[config.mk]
export PLATFORM = sky130hd
export DESIGN_NAME = vgg_frame_ctrl
export DESIGN_NICKNAME = d
export VERILOG_FILES = /design/src/rtl/vgg_pkg.sv /design/src/rtl/result_queue.sv /design/src/rtl/vgg_frame_ctrl.sv
export SDC_FILE = /design/constraint.sdc
export NUM_CORES = 1
export LEC_CHECK = 0
export ABC_CLOCK_PERIOD_IN_PS = 4300
export BUFFER_PORTS_ARGS = -buffer_cell sky130_fd_sc_hd__buf_2
export CORE_AREA = 2 2 237 239
export DETAILED_ROUTE_END_ITERATION = 7
export DIE_AREA = 0 0 239 241
export GPL_TIMING_DRIVEN = 0
export PLACE_DENSITY = 0.38
export SETUP_SLACK_MARGIN = 0.15
export SYNTH_ARGS = -nofsm -noshare
export SYNTH_HDL_FRONTEND = slang
export SYNTH_HIERARCHICAL = 1
export SYNTH_SLANG_ARGS = --single-unit
[constraint.sdc]
create_clock -name clk -period 4.3 [get_ports clk]
set_input_delay 0.215 -clock clk [delete_from_list [all_inputs] [get_ports clk]]
set_output_delay 0.215 -clock clk [all_outputs]
set_load 0.1 [all_outputs]
[src/rtl/vgg_pkg.sv]
// Shared types and constants for the vgg16_lite frame sequencer.
// Holds the sequencer FSM encoding, the pixel-count helper and the default word sizes.
package vgg_pkg;

  localparam int DWIDTH_DEF         = 32;
  localparam int NUM_CHANNEL_IN_DEF = 8;

  typedef enum logic [1:0] {
    ST_IDLE,
    ST_STREAM,
    ST_DRAIN,
    ST_FLUSH
  } state_t;

  // Pixel beats per frame.
  function automatic int frame_total(input int width, input int height);
    return width * height;
  endfunction

endpackage

[src/rtl/result_queue.sv]
// Small synchronous FIFO that buffers core results ahead of the output FIFO.
// A push into a full queue is accepted only when a pop frees a slot in the same cycle.
module result_queue #(
  parameter int W     = 33,
  parameter int DEPTH = 4
) (
  input  logic                       clk,
  input  logic                       resetn,
  input  logic                       push,
  input  logic                       pop,
  input  logic [W-1:0]               wdata,
  output logic [W-1:0]               rdata,
  output logic                       empty,
  output logic                       full,
  output logic [$clog2(DEPTH):0]     count
);

  localparam int AW = $clog2(DEPTH);

  logic [W-1:0]  mem [DEPTH];
  logic [AW-1:0] wr_ptr;
  logic [AW-1:0] rd_ptr;
  logic          do_push;
  logic          do_pop;

  assign empty   = (count == '0);
  assign full    = (count == (AW + 1)'(DEPTH));
  assign do_pop  = pop && !empty;
  assign do_push = push && (!full || pop);
  assign rdata   = mem[rd_ptr];

  // NOTE: storage is deliberately not reset; the occupancy count alone decides which entries are meaningful.
  always_ff @(posedge clk) begin
    if (do_push) mem[wr_ptr] <= wdata;
  end

  always_ff @(posedge clk or negedge resetn) begin
    if (!resetn) begin
      wr_ptr <= '0;
      rd_ptr <= '0;
      count  <= '0;
    end else begin
      if (do_push) wr_ptr <= wr_ptr + AW'(1);
      if (do_pop)  rd_ptr <= rd_ptr + AW'(1);
      case ({do_push, do_pop})
        2'b10:   count <= count + (AW + 1)'(1);
        2'b01:   count <= count - (AW + 1)'(1);
        default: count <= count;
      endcase
    end
  end

endmodule

[src/rtl/vgg_frame_ctrl.sv]
// Frame sequencer: streams WIDTH*HEIGHT pixel beats into the core, then buffers
// its results towards the output FIFO before accepting the next frame.
module vgg_frame_ctrl
  import vgg_pkg::*;
#(
  parameter int DWIDTH         = DWIDTH_DEF,
  parameter int NUM_CHANNEL_IN = NUM_CHANNEL_IN_DEF,
  parameter int WIDTH          = 56,
  parameter int HEIGHT         = 56,
  parameter int OUT_DEPTH      = 4
) (
  input  logic                             clk,
  input  logic                             resetn,
  input  logic [NUM_CHANNEL_IN*DWIDTH-1:0] in_rdata,
  input  logic                             in_empty,
  output logic                             in_rdreq,
  output logic [NUM_CHANNEL_IN*DWIDTH-1:0] core_data_in,
  output logic                             core_valid_in,
  input  logic [DWIDTH-1:0]                core_data_out,
  input  logic                             core_class,
  input  logic                             core_valid_out,
  input  logic                             core_done,
  output logic [DWIDTH:0]                  out_wdata,
  output logic                             out_wrreq,
  input  logic                             out_full,
  output logic                             busy,
  output logic [15:0]                      frame_cnt,
  output logic                             err
);

  localparam int TOTAL = frame_total(WIDTH, HEIGHT);
  localparam int CNT_W = $clog2(TOTAL + 1);
  localparam int QC_W  = $clog2(OUT_DEPTH) + 1;

  state_t            state;
  state_t            state_nxt;
  logic [CNT_W-1:0]  issued;
  logic [DWIDTH:0]   q_head;
  logic              q_empty;
  logic              q_full;
  logic [QC_W-1:0]   q_count;
  logic              drop;
  logic              last_read;
  logic              frame_end;

  assign in_rdreq     = (state == ST_STREAM) && !in_empty && (issued < CNT_W'(TOTAL));
  assign last_read    = in_rdreq && (issued == CNT_W'(TOTAL - 1));
  assign core_data_in = in_rdata;
  assign out_wrreq    = !q_empty && !out_full;
  assign out_wdata    = q_empty ? '0 : q_head;
  assign busy         = (state != ST_IDLE);
  assign drop         = core_valid_out && q_full && !out_wrreq;
  // A result arriving in the same cycle still belongs to this frame.
  assign frame_end    = (state == ST_FLUSH) && (q_count == '0) && !core_valid_out;

  result_queue #(
    .W     (DWIDTH + 1),
    .DEPTH (OUT_DEPTH)
  ) u_queue (
    .clk    (clk),
    .resetn (resetn),
    .push   (core_valid_out),
    .pop    (out_wrreq),
    .wdata  ({core_class, core_data_out}),
    .rdata  (q_head),
    .empty  (q_empty),
    .full   (q_full),
    .count  (q_count)
  );

  always_comb begin
    state_nxt = state;
    case (state)
      ST_IDLE:   if (!in_empty) state_nxt = ST_STREAM;
      ST_STREAM: if (last_read) state_nxt = ST_DRAIN;
      ST_DRAIN:  if (core_done) state_nxt = ST_FLUSH;
      ST_FLUSH:  if (frame_end) state_nxt = ST_IDLE;
      default:   state_nxt = ST_IDLE;
    endcase
  end

  // NOTE: all registered state uses non-blocking assignment so every flop samples pre-edge values.
  always_ff @(posedge clk or negedge resetn) begin
    if (!resetn) begin
      state         <= ST_IDLE;
      issued        <= '0;
      core_valid_in <= 1'b0;
      frame_cnt     <= '0;
      err           <= 1'b0;
    end else begin
      state         <= state_nxt;
      core_valid_in <= in_rdreq;
      if (state == ST_IDLE)  issued <= '0;
      else if (in_rdreq)     issued <= issued + CNT_W'(1);
      if (frame_end)         frame_cnt <= frame_cnt + 16'd1;
      if (drop || (core_done && state != ST_DRAIN)) err <= 1'b1;
    end
  end

endmodule

==> impl_metrics.tcl, run 1 <==
set metrics [dict create \
    yosysSeqAreaShare_pct 55.1 \
    die_w_um 239 \
    r2r_cells 10 \
    dpl.cell_count 1707 \
    netlist_instances 655 \
    tns_ps 0 \
    hp-class "primary input to register" \
    numCtsBuffers 17 \
    setup_viol 0 \
    r2r_start "u_queue/count[0]$_DFFE_PN0P_" \
    placementRows 86 \
    grt_max_degree 40 \
    crit_required_ps 4090 \
    synth_area_um2 8970 \
    cp_cell_sequence "buf_2 > buf_1 > mux4_2 > nor2b_1 > buf_2" \
    critical_path_class "register to primary output" \
    globalplace.congestion 1.03 \
    instances_no_fill 1783 \
    post_cts_buffers 0 \
    clock_skew_ps 14.0 \
    fmax_mhz 357 \
    dr_total_vias 6504 \
    hold_violations 0 \
    final_common_cell "buf_2" \
    ir_worst_vdd_v 0.000616 \
    finalNetCount 1365 \
    ys_warn_count 6 \
    outcome "complete, no violations" \
    synth_edf_count 132 \
    holdPathEnd "u_queue/wr_ptr[0]$_DFFE_PN0P_" \
    cp_max_fo 10 \
    min_period_ps 2800 \
    overflow 0 \
    cp-end-kind "primary output" \
    grt_usage_pct 18.1 \
    boundaryPins 605 \
    dieArea_um2 57600 \
    syn-mean-instance-area_um2 13.7 \
    layout_common_cells "buf_2, buf_4, edfxtp_1" \
    core_um2 54900 \
    r2r_setup_slack_ps 1530 \
    min_from "core_valid_out" \
    cts_tree "done" \
    antenna_found_initial 28 \
    cts.sinks 171 \
    report.final.slew_viol_count 0 \
    clock_tree.buffer_depth 2 \
    crit_buf_inv 3 \
    syn_nets 962 \
    crit_slowest_cell "buf_1" \
    ys_types 47 \
    ant_nets 0 \
    fin_area_um2 12600 \
    wl_um 53500 \
    synth-seq-cells 171 \
    path_delay_family "buffers and inverters" \
    start_util_pct 16.3 \
    io_buffers 348 \
    hpwl_um 47300 \
    holdPathStages 3 \
    cts_resized 0 \
    power_density_nw_per_um2 686 \
    drt_iter0_drc 359 \
    clock-root-buffer "clkbuf_16" \
    viasPerCell 3.65 \
    clk_latency_ps 460 \
    path_common_cell "buf_2" \
    cp-start-kind "register" \
    wire_per_inst_um 30.0 \
    cpPeakStageDelay_ps 610 \
    arrival_ps 2590 \
    drv_cap 0 \
    period_share_pct 65.2 \
    dpl-instance-area_um2 11600 \
    rsz0062_at_grt "false" \
    cts.clk_slew.worst_paths_ps 70 \
    drc 0 \
    leakagePower_uw 0.00560 \
    hold_buffers 36 \
    tightest_slew_ps 1050 \
    synthArstFlopShare_pct 22.8 \
    firstDrtPassIters 4 \
    synthFlopType "edfxtp_1" \
    relSlewSlack_pct 30.0 \
    grt_pass1_vias 6709 \
    die_h_um 241 \
    hold_ws_ps 171 \
    area_growth_pct 40.2 \
    r2r-end "u_queue/count[2]$_DFFE_PN0P_" \
    h-tree-depth 4 \
    drive_gt1_share_pct 64.9 \
    grt_pass1_wl_um 66100 \
]
-- cell type report --
| type | instances | area [um^2] |
|---|---|---|
| repair buffers | 384 | 2100 |
| clock buffers | 17 | 425 |
| fillers | 5967 | 42300 |
| diodes | 8 | 20.0 |
| multi-input cells | 201 | 1990 |
| clock inverters | 15 | 173 |
| flip-flops and latches | 171 | 4940 |
| plain buffers | 270 | 2000 |
| well taps | 704 | 881 |
| inverters | 13 | 48.8 |
-- worst reg2reg max path, cell delays in order (launching register included) --
cell	delay, ps
dfrtp_1	470
nor3_2	620
nor2_1	230
o21a_4	300
inv_1	60
ha_1	170
inv_1	60
fa_1	370
xor2_1	150
nor2_1	110
xor2_1	160
-- worst max-delay path by stage --
stage | cells past startpoint | start | slack, ps | to
floorplan | 9 | u_queue/count[0]$_DFFE_PN0P_ | 910 | u_queue/count[2]$_DFFE_PN0P_
global placement | 10 | u_queue/count[0]$_DFFE_PN0P_ | 900 | u_queue/count[2]$_DFFE_PN0P_
detailed placement | 10 | u_queue/count[0]$_DFFE_PN0P_ | 770 | u_queue/count[2]$_DFFE_PN0P_
CTS | 10 | u_queue/count[0]$_DFFE_PN0P_ | 740 | u_queue/count[2]$_DFFE_PN0P_
global route | 4 | u_queue/count[0]$_DFFE_PN0P_ | 1190 | out_wdata[3]
finish | 5 | u_queue/rd_ptr[1]$_DFFE_PN0P_ | 1500 | out_wdata[25]
-- sequential cells by signal (all words and copies together) (netlist names) --
| signal | cells |
|---|---|
| u_queue/mem | 132 |
| frame_cnt | 16 |
| state | 2 |
| u_queue/rd_ptr | 2 |
| u_queue/wr_ptr | 2 |
| u_queue/count | 3 |
| issued | 12 |
| err | 1 |
| core_valid_in | 1 |
-- cells by family after synthesis --
family	share of synthesized area (%)
flip-flops	55.1
adder cells (fa/ha/maj)	1.76
AND/OR/NAND/NOR	7.08
buffers and inverters	22.8
multiplexers	9.34
XOR/XNOR	2.44
AO/OA/AOI/OAI	1.49
-- layer usage --
layer | share of wire, % | global-route usage, % | up-vias
li1 | - | - | 2866
met1 | 44 | 24.1 | 3197
met2 | 43 | 25.8 | 388
met3 | 11 | 8.99 | 49
met4 | 1.2 | 4.11 | 4
met5 | 0.22 | 1.35 | -
-- Yosys cell counts (5+ instances only) --
cell | count | area, um^2
inv_1 | 13 | 48.8
nand2_1 | 16 | 60.1
nor2_1 | 12 | 45.0
nand3_1 | 6 | 30.0
xnor2_1 | 13 | 114
ha_1 | 11 | 138
mux4_2 | 33 | 743
xor2_1 | 12 | 105
buf_2 | 5 | 25.0
a21oi_1 | 5 | 25.0
buf_4 | 258 | 1940
edfxtp_1 | 132 | 3960
and3_1 | 5 | 31.3
and4_1 | 5 | 43.8
nor2b_1 | 36 | 225
dfrtp_1 | 39 | 976
-- report_power, final --
part	total, uW	internal, uW	switching (uW)
logic	4820	1010	3810
clock network	1560	782	774
registers	2240	2130	112
total	8620	3920	4700
-- per-stage QoR --
stage / worst slack (ps) / utilization, % / total power, uW
floorplan: 914 / - / 6190
global placement: 900 / 21.1 / 7140
detailed placement: 768 / 21.1 / 7140
CTS: 737 / 22.9 / 8760
global route: 1190 / 22.9 / 9010
finish: 1500 / 22.9 / 8620
(Power assumes the default switching activity.)
==> run 2, diff against run 1 <==
--- a/config.mk
+++ b/config.mk
@@ -5,7 +5,7 @@
 export SDC_FILE = /design/constraint.sdc
 export NUM_CORES = 1
 export LEC_CHECK = 0
-export ABC_CLOCK_PERIOD_IN_PS = 4300
+export ABC_CLOCK_PERIOD_IN_PS = 2800
 export BUFFER_PORTS_ARGS = -buffer_cell sky130_fd_sc_hd__buf_2
 export CORE_AREA = 2 2 237 239
 export DETAILED_ROUTE_END_ITERATION = 7
==> constraint.sdc (replaced) <==
create_clock -name clk -period 2.8 [get_ports clk]
set_input_delay 0.14 -clock clk [delete_from_list [all_inputs] [get_ports clk]]
set_output_delay 0.14 -clock clk [all_outputs]
set_load 0.1 [all_outputs]
==> run 2 against run 1 <==
Effect of this change: critical endpoint is now out_wdata[26]; sequential share of layout area is essentially flat; critical path depth is the same; cell count grew 0.17%; sequential cell count is the same; via count grew 2.0%; setup slack lost 1200 ps; clock skew is essentially flat.
==> impl_metrics.tcl, run 2 (synthesis results as in run 1) <==
set metrics [dict create \
    cpPeakStageDelay_ps 470 \
    start_util_pct 16.3 \
    dr_total_vias 6633 \
    power_density_nw_per_um2 1050 \
    relSlewSlack_pct 30.1 \
    grt_max_degree 40 \
    layout_common_cells "buf_2, buf_4, edfxtp_1" \
    largest_reg_flops 132 \
    firstDrtPassIters 5 \
    cp-end-kind "primary output" \
    clock_skew_ps 13.8 \
    path_delay_family "buffers and inverters" \
    boundaryPins 605 \
    dieArea_um2 57600 \
    path_common_cell "buf_2" \
    grt_pass1_vias 6546 \
    report.final.slew_viol_count 0 \
    cts.sinks 171 \
    p_int_uw 6040 \
    clock_tree.buffer_depth 2 \
    viasPerCell 3.71 \
    wire_per_inst_um 30.1 \
    largest_register "u_queue/mem" \
    io_buffers 348 \
    drc 0 \
    numCtsBuffers 17 \
    cp-start-kind "register" \
    tightest_slew_ps 1050 \
    clock-root-buffer "clkbuf_16" \
    placementRows 86 \
    seq_area_um2 4940 \
    drive_gt1_share_pct 65.5 \
    wl_um 53700 \
    period_share_pct 90.1 \
    multiInputGateArea_um2 2000 \
    min_period_ps 2520 \
    hold_ws_ps 78.5 \
    grt_usage_pct 18.0 \
    globalplace.congestion 1.08 \
    core_um2 54900 \
    seq_power_share_pct 26.1 \
    pwr-share-clk_pct 17.5 \
    outcome "complete, no violations" \
    crit_buf_inv 3 \
    cts_tree "done" \
    drv_cap 0 \
    finalNetCount 1368 \
    cp_cell_sequence "buf_2 > clkdlybuf4s15_2 > mux4_2 > nor2b_1 > buf_2" \
    drt_iter0_drc 470 \
    p_comb_share_pct 56.4 \
    hpwl_um 47000 \
    crit_required_ps 2660 \
    crit_slowest_cell "clkdlybuf4s15_2" \
    die_w_um 239 \
    cp_max_fo 10 \
    antenna_found_initial 33 \
    area_growth_pct 40.4 \
    sw_frac_of_total_pct 54.4 \
    top_regs "u_queue/mem (132), frame_cnt (16), issued (12)" \
    overflow 0 \
    r2r_setup_slack_ps 460 \
    leakagePower_uw 0.00562 \
    cts.clk_slew.worst_paths_ps 70 \
    critical_path_class "register to primary output" \
    ir_worst_vdd_v 0.000834 \
    ant_nets 0 \
    setup_viol 0 \
    die_h_um 241 \
    tns_ps 0 \
    fill_cells 5949 \
    arrival_ps 2380 \
    clk_latency_ps 480 \
    rsz0062_at_grt "true" \
    h-tree-depth 4 \
    hp-class "primary input to register" \
    hold_violations 0 \
    grt_pass1_wl_um 65800 \
    final_common_cell "buf_2" \
    fmax_mhz 397 \
    p_sw_uw 7210 \
]
run 2: changes by cell type in the layout (fill, tap and decap cells not counted), sizes merged:
cell | previous run | this run
clkinvlp | 1 | 2
clkdlybuf4s15 | 0 | 1
inv | 20 | 22
buf | 614 | 616
clkinv | 7 | 4
run 2: final cells by class:
type,instances,area share (%)
sequential,171,39.3
timing repair buffer,387,16.9
buffer,270,16.0
multi-input combinational,201,15.9
tap,704,7.00
clock buffer,17,3.38
clock inverter,15,1.03
inverter,13,0.388
antenna,8,0.159
run 2: power by group through the flow:
stage	combinational (uW)	sequential, uW	clock (uW)
5_1_grt	7810	3510	2500
3_5_place_dp	7490	3510	0
6_report	7470	3460	2320
4_1_cts	7570	3460	2410
2_1_floorplan	6060	3460	0
3_3_place_gp	7500	3500	0
run 2: final timing paths:
kind                                               start                            end  depth (start not counted)
min reg2reg                    frame_cnt[15]$_DFFE_PN0P_      frame_cnt[15]$_DFFE_PN0P_                          1
max reg2reg                 u_queue/count[0]$_DFFE_PN0P_   u_queue/count[2]$_DFFE_PN0P_                          9
min in group asynchronous                         resetn           state[0]$_DFFE_PN0P_                          2
max                        u_queue/rd_ptr[1]$_DFFE_PN0P_                  out_wdata[26]                          5
min                                       core_valid_out  u_queue/wr_ptr[0]$_DFFE_PN0P_                          3
max in group asynchronous                         resetn  u_queue/wr_ptr[0]$_DFFE_PN0P_                          2
run 2: timing repair:
item | CTS | global route
hold buffers | 36 | 0
pin swaps | 0 | 1
hold endpoints to repair | 172 | 0
gates resized for setup | 8 | 2
buffers inserted | 0 | 3
endpoints found under the setup margin | 31 | 12
run 2: worst min-delay path, delay by kind of cell:
family                 cells  cell delay [ps]
AO/OA/AOI/OAI              1              180
buffers and inverters      1              120
XOR/XNOR                   1               70
run 2: layer usage:
layer	vias to the layer above	global-route usage [%]	wire [um]
li1	2857	-	-
met1	3292	23.0	22000
met2	426	26.6	23300
met3	50	10.5	7870
met4	8	3.01	506
met5	-	0	92
run 2: metrics by stage:
step           power [uW]  instance area, um^2  util (%)  instances  setup WS [ps]
2_1_floorplan        9520                 8980         -        655            241
3_3_place_gp        11000                11600      21.1       1707           55.8
3_5_place_dp        11000                11600      21.1       1707           46.6
4_1_cts             13400                12500      22.9       1775            152
5_1_grt             13800                12600      22.9       1779            118
6_report            13200                12600      22.9       1786            278
